### config.mk
export PLATFORM = sky130hd
export DESIGN_NAME = spi_input_conditioner
export DESIGN_NICKNAME = d
export VERILOG_FILES = /design/src/rtl/spi_input_conditioner.sv
export SDC_FILE = /design/constraint.sdc
export NUM_CORES = 1
export LEC_CHECK = 0
export ABC_AREA = 1
export CAP_MARGIN = 0
export CELL_PAD_IN_SITES_DETAIL_PLACEMENT = 1
export CELL_PAD_IN_SITES_GLOBAL_PLACEMENT = 1
export CORE_AREA = 2 2 74 48
export CTS_CLUSTER_SIZE = 28
export DETAILED_ROUTE_END_ITERATION = 6
export DIE_AREA = 0 0 76 50
export PLACE_DENSITY = 0.7
export SLEW_MARGIN = 20
export SYNTH_ARGS = -nofsm -noshare
export SYNTH_HDL_FRONTEND = slang
export SYNTH_SLANG_ARGS = --single-unit
### constraint.sdc
create_clock -name clk -period 2.25 [get_ports clk]
set_input_delay 0.3375 -clock clk [delete_from_list [all_inputs] [get_ports clk]]
set_output_delay 0.3375 -clock clk [all_outputs]
set_load 0.01 [all_outputs]
### src/rtl/spi_input_conditioner.sv
// SPI pin front end: synchronizes, debounces and edge-detects sclk, cs and mosi, and
// counts rising sclk edges within each chip-select frame.
module spi_input_conditioner #(
  parameter int unsigned SYNC_STAGES     = 2,
  parameter int unsigned WAIT_TIME       = 3,
  parameter int unsigned COUNTER_WIDTH   = 3,
  parameter int unsigned BIT_COUNT_WIDTH = 5
) (
  input  logic                       clk,
  input  logic                       reset,
  input  logic                       sclk_pin,
  input  logic                       cs_pin,
  input  logic                       mosi_pin,
  output logic                       conditioned_sclk,
  output logic                       rising_sclk,
  output logic                       falling_sclk,
  output logic                       conditioned_cs,
  output logic                       frame_start,
  output logic                       frame_end,
  output logic                       conditioned_mosi,
  output logic [BIT_COUNT_WIDTH-1:0] bit_count
);

  localparam int unsigned NumCh = 3;
  localparam int unsigned ChSclk = 0;
  localparam int unsigned ChCs   = 1;
  // Channel order {mosi, cs, sclk}; cs idles high so reset release never looks like a frame.
  localparam logic [NumCh-1:0] RstLevel = 3'b010;
  localparam logic [COUNTER_WIDTH-1:0] WaitCnt = COUNTER_WIDTH'(WAIT_TIME);

  logic [NumCh-1:0] pin;
  logic [NumCh-1:0] capt_q;
  logic [SYNC_STAGES-1:0][NumCh-1:0] sync_q, sync_d;
  logic [NumCh-1:0] synced;
  logic [NumCh-1:0][COUNTER_WIDTH-1:0] cnt_q, cnt_d;
  logic [NumCh-1:0] cond_q, cond_d;
  logic [NumCh-1:0] rise_q, rise_d;
  logic [NumCh-1:0] fall_q, fall_d;
  logic [BIT_COUNT_WIDTH-1:0] bit_cnt_q, bit_cnt_d;

  assign pin    = {mosi_pin, cs_pin, sclk_pin};
  // Pin capture flop ahead of the synchronizer sets the overall latency to
  // SYNC_STAGES+WAIT_TIME+1 edges.
  assign sync_d = {sync_q[SYNC_STAGES-2:0], capt_q};
  assign synced = sync_q[SYNC_STAGES-1];

  always_comb begin
    cnt_d  = cnt_q;
    cond_d = cond_q;
    rise_d = '0;
    fall_d = '0;
    for (int c = 0; c < NumCh; c++) begin
      if (synced[c] == cond_q[c]) begin
        cnt_d[c] = '0;
      end else if (cnt_q[c] == WaitCnt) begin
        cond_d[c] = synced[c];
        cnt_d[c]  = '0;
        rise_d[c] = synced[c];
        fall_d[c] = ~synced[c];
      end else begin
        cnt_d[c] = cnt_q[c] + 1'b1;
      end
    end
  end

  always_comb begin
    bit_cnt_d = bit_cnt_q;
    if (fall_q[ChCs]) begin
      bit_cnt_d = rise_q[ChSclk] ? BIT_COUNT_WIDTH'(1) : '0;
    end else if (!cond_q[ChCs] && rise_q[ChSclk] && (bit_cnt_q != '1)) begin
      bit_cnt_d = bit_cnt_q + 1'b1;
    end
  end

  always_ff @(posedge clk or posedge reset) begin
    if (reset) begin
      capt_q    <= RstLevel;
      sync_q    <= {SYNC_STAGES{RstLevel}};
      cnt_q     <= '0;
      cond_q    <= RstLevel;
      rise_q    <= '0;
      fall_q    <= '0;
      bit_cnt_q <= '0;
    end else begin
      capt_q    <= pin;
      sync_q    <= sync_d;
      cnt_q     <= cnt_d;
      cond_q    <= cond_d;
      rise_q    <= rise_d;
      fall_q    <= fall_d;
      bit_cnt_q <= bit_cnt_d;
    end
  end

  assign conditioned_sclk = cond_q[0];
  assign rising_sclk      = rise_q[0];
  assign falling_sclk     = fall_q[0];
  assign conditioned_cs   = cond_q[1];
  assign frame_start      = fall_q[1];
  assign frame_end        = rise_q[1];
  assign conditioned_mosi = cond_q[2];
  assign bit_count        = bit_cnt_q;

endmodule
==> results of run 1 <==
[final timing paths]
path | start | to | slack (ps) | cells after the start
worst max register to register | bit_count[0] | bit_count[2] | 650 | 7
worst min-delay path | capt_q[2] | sync_d[5] | 350 | 0
max in group asynchronous | reset | cond_q[1] | 1510 | 3
worst max-delay path | cond_q[1] | conditioned_cs | 530 | 1
worst min register to register | capt_q[2] | sync_d[5] | 350 | 0
min in group asynchronous | reset | cnt_q[1] | 430 | 3
[kinds of logic (layout without fill, tap and decap cells)]
family / Yosys count / in the layout / share of synthesized area, %
AND/OR/NAND/NOR: 45 / 45 / 17.95
flip-flops: 30 / 30 / 67.34
buffers and inverters: 11 / 36 / 3.679
AO/OA/AOI/OAI: 7 / 7 / 3.121
adder cells (fa/ha/maj): 5 / 5 / 5.574
XOR/XNOR: 3 / 3 / 2.342
[per-layer routing]
| layer | part of all wire, % | track usage [%] | routed length, µm |
|---|---|---|---|
| met3 | 5.4 | 7.875 | 112 |
| met1 | 44 | 15.35 | 915 |
| met5 | 0 | 0 | 0 |
| met4 | 0.63 | 5.455 | 13 |
| met2 | 50 | 21.88 | 1036 |
[per-stage QoR]
step | utilization (%) | worst slack (ps)
after floorplan | - | 770.1
after global placement | 43.39 | 741.2
after detailed placement | 43.39 | 672.7
after CTS | 46.33 | 512.3
after global routing | 46.33 | 489.5
final | 46.33 | 533.8
[cell type report]
cell class / count / share of cell area, %
tap: 45 / 3.916
multi-input combinational: 60 / 22.63
inverter: 11 / 2.872
timing repair buffer: 17 / 11.66
clock buffer: 7 / 6.005
clock inverter: 1 / 0.3481
sequential: 30 / 52.57
[cell usage after synthesis (all sizes together)]
library cell  instances
dfstp                 4
dfrtp                26
inv                  11
xnor2                 3
nand3                 6
nor4                  1
o21ai                 5
nand2                18
a21oi                 2
nor3                  4
nor3b                 1
nor2                 14
ha                    5
nand3b                1
[where the power goes]
| part | total (W) | switching (W) | internal (W) |
|---|---|---|---|
| combinational | 0.000341 | 0.000177 | 0.000165 |
| sequential | 0.000706 | 0.0000643 | 0.000642 |
| clock | 0.000439 | 0.000193 | 0.000246 |
| total | 0.00149 | 0.000434 | 0.00105 |
[state kept, by name, indices dropped and copies added, names as in the netlist]
| signal | flops |
|---|---|
| bit_count | 5 |
| capt_q | 3 |
| cnt_q | 9 |
| cond_q | 3 |
| fall_q | 2 |
| rise_q | 2 |
| sync_d | 3 |
| synced | 3 |
==> metrics.md, run 1 <==
| Metric | Value |
|---|---|
| Tcrit/Tclk final | `76.28%` |
| Crit Path Max Fanout | `3` |
| Yosys cell types | `18` |
| Filler cells | `342` |
| Boundary Pins | `17` |
| Worst setup path class | `reg -> out` |
| Slew Limit Fails | `0` |
| Vias after detailed routing | `752` |
| Maxcap violations | `0` |
| GRT Util Overall | `13.71%` |
| Critical Path RT | `1910 ps` |
| Vias in the first global route | `815` |
| CP bufs+invs | `1` |
| RSZ-0062 raised after global routing | `no` |
| Yosys top cell by area | `dfrtp_1` |
| Lkg Pwr | `0.6673 nW` |
| Row cnt | `16` |
| Clock latency at the later pin of the worst-skew pair | `280 ps` |
| Antenna Nets Post-Route | `0` |
| Min Hold Slack | `348.6 ps` |
| Most frequent cells in the layout | `26 x dfrtp_1, 17 x nand2_1, 16 x clkdlybuf4s50_1` |
| CP Launch Type | `flip-flop` |
| CTS Hold Bufs | `0` |
| Nets | `135` |
| Starting Density | `36.17%` |
| Vias per Instance | `4.398` |
| Syn Area/Cell | `11.11 µm²` |
| Slew HR | `75.28%` |
| Full die area | `0.003800 mm²` |
| Post-route cell area | `0.001438 mm²` |
| Chip width | `76 µm` |
| CP max-delay cell | `dfstp_2` |
| Worst path cell trace | `clkdlybuf4s50_1` |
| Grt total ovfl | `0` |
| Ys Warns | `0` |
| DR pass1 iterations | `4` |
| Final hold viol count | `0` |
| Crit path DAT | `1380 ps` |
| First-pass GRT wire length | `3726 µm` |
| # DRC | `0` |
| Core area | `0.003103 mm²` |
| DR WL/cell | `12.15 µm` |
| CP Capture Type | `output port` |
| Die Ht | `50 µm` |
| Area occupied by multi-input gates | `325.3 µm²` |
| Seq/Total Area, Yosys | `67.34%` |
| Reg clk slew, reported paths | `60 ps` |
| Share of layout cells above drive strength 1 | `11.90%` |
| TNS Setup | `0 ps` |
| Minimum clock period | `1716 ps` |
| Final Non-Filler Cells | `171` |
| Cells after DPL | `163` |
| Starting DRT DRC Count | `13` |
| Area grow syn2layout | `28.09%` |
| Status | `completed` |
| CTS sink cnt | `30` |
| Max clock buf depth | `2` |
| Cts bufs inserted | `5` |
| Worst-Margin Slew | `370.7 ps` |
| Post-layout total power | `0.001486 W` |
| Synthesized flop and latch total | `30` |
| Gate Count Post-Synth | `101` |
| Antenna violations before repair | `0` |
| Most common cell after layout, fill and taps aside | `dfrtp_1` |
| Top cell type's share of synthesized area | `57.97%` |
| WL final | `2077 µm` |
| H-Tree Depth | `2` |
| Setup bufs post-CTS | `0` |
| Cts repair resizes | `0` |
| Min-delay worst type | `reg -> reg` |
| Fmax | `582.7 MHz` |
| Placed Area | `0.001346 mm²` |
| Pwr per Cell Area | `1034 mW/mm²` |
| VDD IR max | `417.2 µV` |
| Ant diodes | `0` |
| CTS tree | `built` |
| Skew final | `2.497 ps` |
| Pin count of the biggest net entering global routing | `31` |
| Final setup vio count | `0` |
| Routability cong. | `0.7741` |
| Register area | `755.7 µm²` |
| Top post-synthesis cells by area | `dfrtp_1 58%, dfstp_2 9.4%, nand2_1 5.7%` |
| Synthesized cell area | `0.001122 mm²` |
| CP peak stage delay | `560 ps` |
| Crit path max-delay family | `flip-flops` |
| Post-DP HPWL | `1519 µm` |
| Mapped Nets | `111` |
| CTS root buf | `clkbuf_8` |
| PortBufs | `16` |
Note: power is estimated with default switching activity, not from simulation.
==> inputs of run 2 (changes only) <==
--- a/config.mk
+++ b/config.mk
@@ -9,10 +9,10 @@
 export CAP_MARGIN = 0
 export CELL_PAD_IN_SITES_DETAIL_PLACEMENT = 1
 export CELL_PAD_IN_SITES_GLOBAL_PLACEMENT = 1
-export CORE_AREA = 2 2 74 48
+export CORE_AREA = 2 2 76 49
 export CTS_CLUSTER_SIZE = 28
 export DETAILED_ROUTE_END_ITERATION = 6
-export DIE_AREA = 0 0 76 50
+export DIE_AREA = 0 0 78 51
 export PLACE_DENSITY = 0.7
 export SLEW_MARGIN = 20
 export SYNTH_ARGS = -nofsm -noshare
==> constraint.sdc (replaced) <==
create_clock -name clk -period 1.5 [get_ports clk]
set_input_delay 0.225 -clock clk [delete_from_list [all_inputs] [get_ports clk]]
set_output_delay 0.225 -clock clk [all_outputs]
set_load 0.01 [all_outputs]
==> metrics.md, run 2 (synthesized netlist as in run 1, its figures left out) <==
| Metric | Value |
|---|---|
| Status | `completed` |
| Starting DRT DRC Count | `47` |
| Slew Limit Fails | `0` |
| Area grow syn2layout | `33.78%` |
| DR pass1 iterations | `4` |
| Critical R2R Capture | `bit_count[2]` |
| H-Tree Depth | `2` |
| Crit Path Max Fanout | `4` |
| Final setup vio count | `0` |
| Clock latency at the later pin of the worst-skew pair | `280 ps` |
| CTS tree | `built` |
| VDD IR max | `736.8 µV` |
| Part of the power in registers | `46.1%` |
| WL final | `2269 µm` |
| Most frequent cells in the layout | `26 x dfrtp_1, 16 x nand2_1, 12 x nor2_1, 12 x clkdlybuf4s50_1, 10 x inv_1` |
| Crit path launch | `bit_count[1]` |
| Lkg Pwr | `0.7236 nW` |
| Max reg flops | `9` |
| Worst setup path class | `reg -> reg` |
| Skew final | `3.933 ps` |
| Ant diodes | `0` |
| Cells after DPL | `167` |
| Max clock buf depth | `2` |
| Worst-Margin Slew | `365.1 ps` |
| Full die area | `0.003978 mm²` |
| Boundary Pins | `17` |
| Vias in the first global route | `851` |
| DR WL/cell | `12.61 µm` |
| Pin count of the biggest net entering global routing | `31` |
| Die Ht | `51 µm` |
| Pwr per Cell Area | `1526 mW/mm²` |
| Nets | `142` |
| Internal power | `0.001603 W` |
| Critical path destination | `bit_count[2]` |
| Tcrit/Tclk final | `99.44%` |
| Post-DP HPWL | `1647 µm` |
| Chip width | `78 µm` |
| Core area | `0.003403 mm²` |
| Filler cells | `395` |
| Minimum clock period | `1492 ps` |
| CP Launch Type | `flip-flop` |
| GRT Util Overall | `13.15%` |
| Vias after detailed routing | `803` |
| Reg clk slew, reported paths | `60 ps` |
| Vias per Instance | `4.461` |
| CTS Hold Bufs | `0` |
| Most common cell after layout, fill and taps aside | `dfrtp_1` |
| Routability cong. | `0.8022` |
| Min-delay worst type | `in -> async` |
| Cts bufs inserted | `5` |
| CP Capture Type | `flip-flop` |
| Starting Density | `32.98%` |
| Final Util | `44.12%` |
| CTS sink cnt | `30` |
| Fmax | `670.4 MHz` |
| PortBufs | `16` |
| Antenna violations before repair | `0` |
| First-pass GRT wire length | `3864 µm` |
| Grt total ovfl | `0` |
| Maxcap violations | `0` |
| RSZ-0062 raised after global routing | `yes` |
| Sw Share | `30.04%` |
| Final Non-Filler Cells | `180` |
| Worst reg-to-reg path cell count | `7` |
| R2r setup slk | `8 ps` |
| Clock network fraction of total power | `28.6%` |
| Share of layout cells above drive strength 1 | `19.55%` |
| CTS root buf | `clkbuf_8` |
| Slew HR | `75.48%` |
| Final hold viol count | `0` |
| Sw Pwr | `0.0006885 W` |
| Row cnt | `17` |
| # DRC | `0` |
| Antenna Nets Post-Route | `0` |
| RR Startpoint | `bit_count[1]` |
| Critical Path RT | `1670 ps` |
| Combinational power share | `25.3%` |
| Largest Register | `cnt_q` |
| Crit path DAT | `1660 ps` |
## run 2: timing repair
| action | in CTS | in global routing |
|---|---|---|
| gates resized for setup | 6 | 3 |
| setup buffers | 1 | 4 |
| pin swaps | 1 | 4 |
| setup endpoints to repair | 5 | 6 |
## run 2: critical path: stages (launching register included)
cell and delay, ps:
dfrtp_1 380, ha_2 200, nand2_2 80, nor2_2 40
ha_2 170, nand3b_1 230, o21ai_1 210, nor2_1 70
## run 2: worst min path at each step
stage	startpoint	endpoint	cells after the start
2_1_floorplan	cs_pin	capt_q[1]	0
3_3_place_gp	sync_d[5]	synced[2]	0
3_5_place_dp	capt_q[0]	sync_d[3]	0
4_1_cts	reset	cnt_q[1]	3
5_1_grt	cs_pin	capt_q[1]	1
6_report	reset	cnt_q[1]	3
## run 2: per-layer routing
layer	share of wire, %	track usage [%]	vias to the layer above	routed length (µm)
met1	43	14.19	400	979
li1	-	-	385	-
met5	0	0	-	0
met4	1.8	7.895	0	40
met3	3.9	4.594	6	88
met2	51	22.70	12	1161
## run 2: power groups by stage
stage	combinational (W)	clock (W)	sequential (W)
after CTS	0.000566	0.000675	0.00106
after global placement	0.000531	0	0.00106
final	0.000580	0.000656	0.00106
after floorplan	0.000277	0	0.00109
after detailed placement	0.000584	0	0.00107
after global routing	0.000651	0.000710	0.00108
## run 2: stage by stage
step	TNS (ps)	hold slack, ps	total power, W	area (µm²)	worst slack (ps)
floorplan	0	229.5	0.001364	1122	20.08
global placement	0	333.1	0.001588	1364	40.03
detailed placement	-100.3	336.4	0.001656	1364	-74.39
CTS	0	331.2	0.002301	1464	12.15
global route	-118.8	340.5	0.002439	1501	-52.82
finish	0	320.2	0.002292	1501	8.362
## run 2: area by class of cell
type / count / area, µm² / area share [%]
clock inverters: 1 / 5.005 / 0.3333
inverters: 11 / 41.29 / 2.750
flip-flops and latches: 30 / 755.7 / 50.33
multi-input cells: 60 / 335.3 / 22.33
well taps: 47 / 58.81 / 3.917
repair buffers: 24 / 219.0 / 14.58
clock buffers: 7 / 86.33 / 5.750
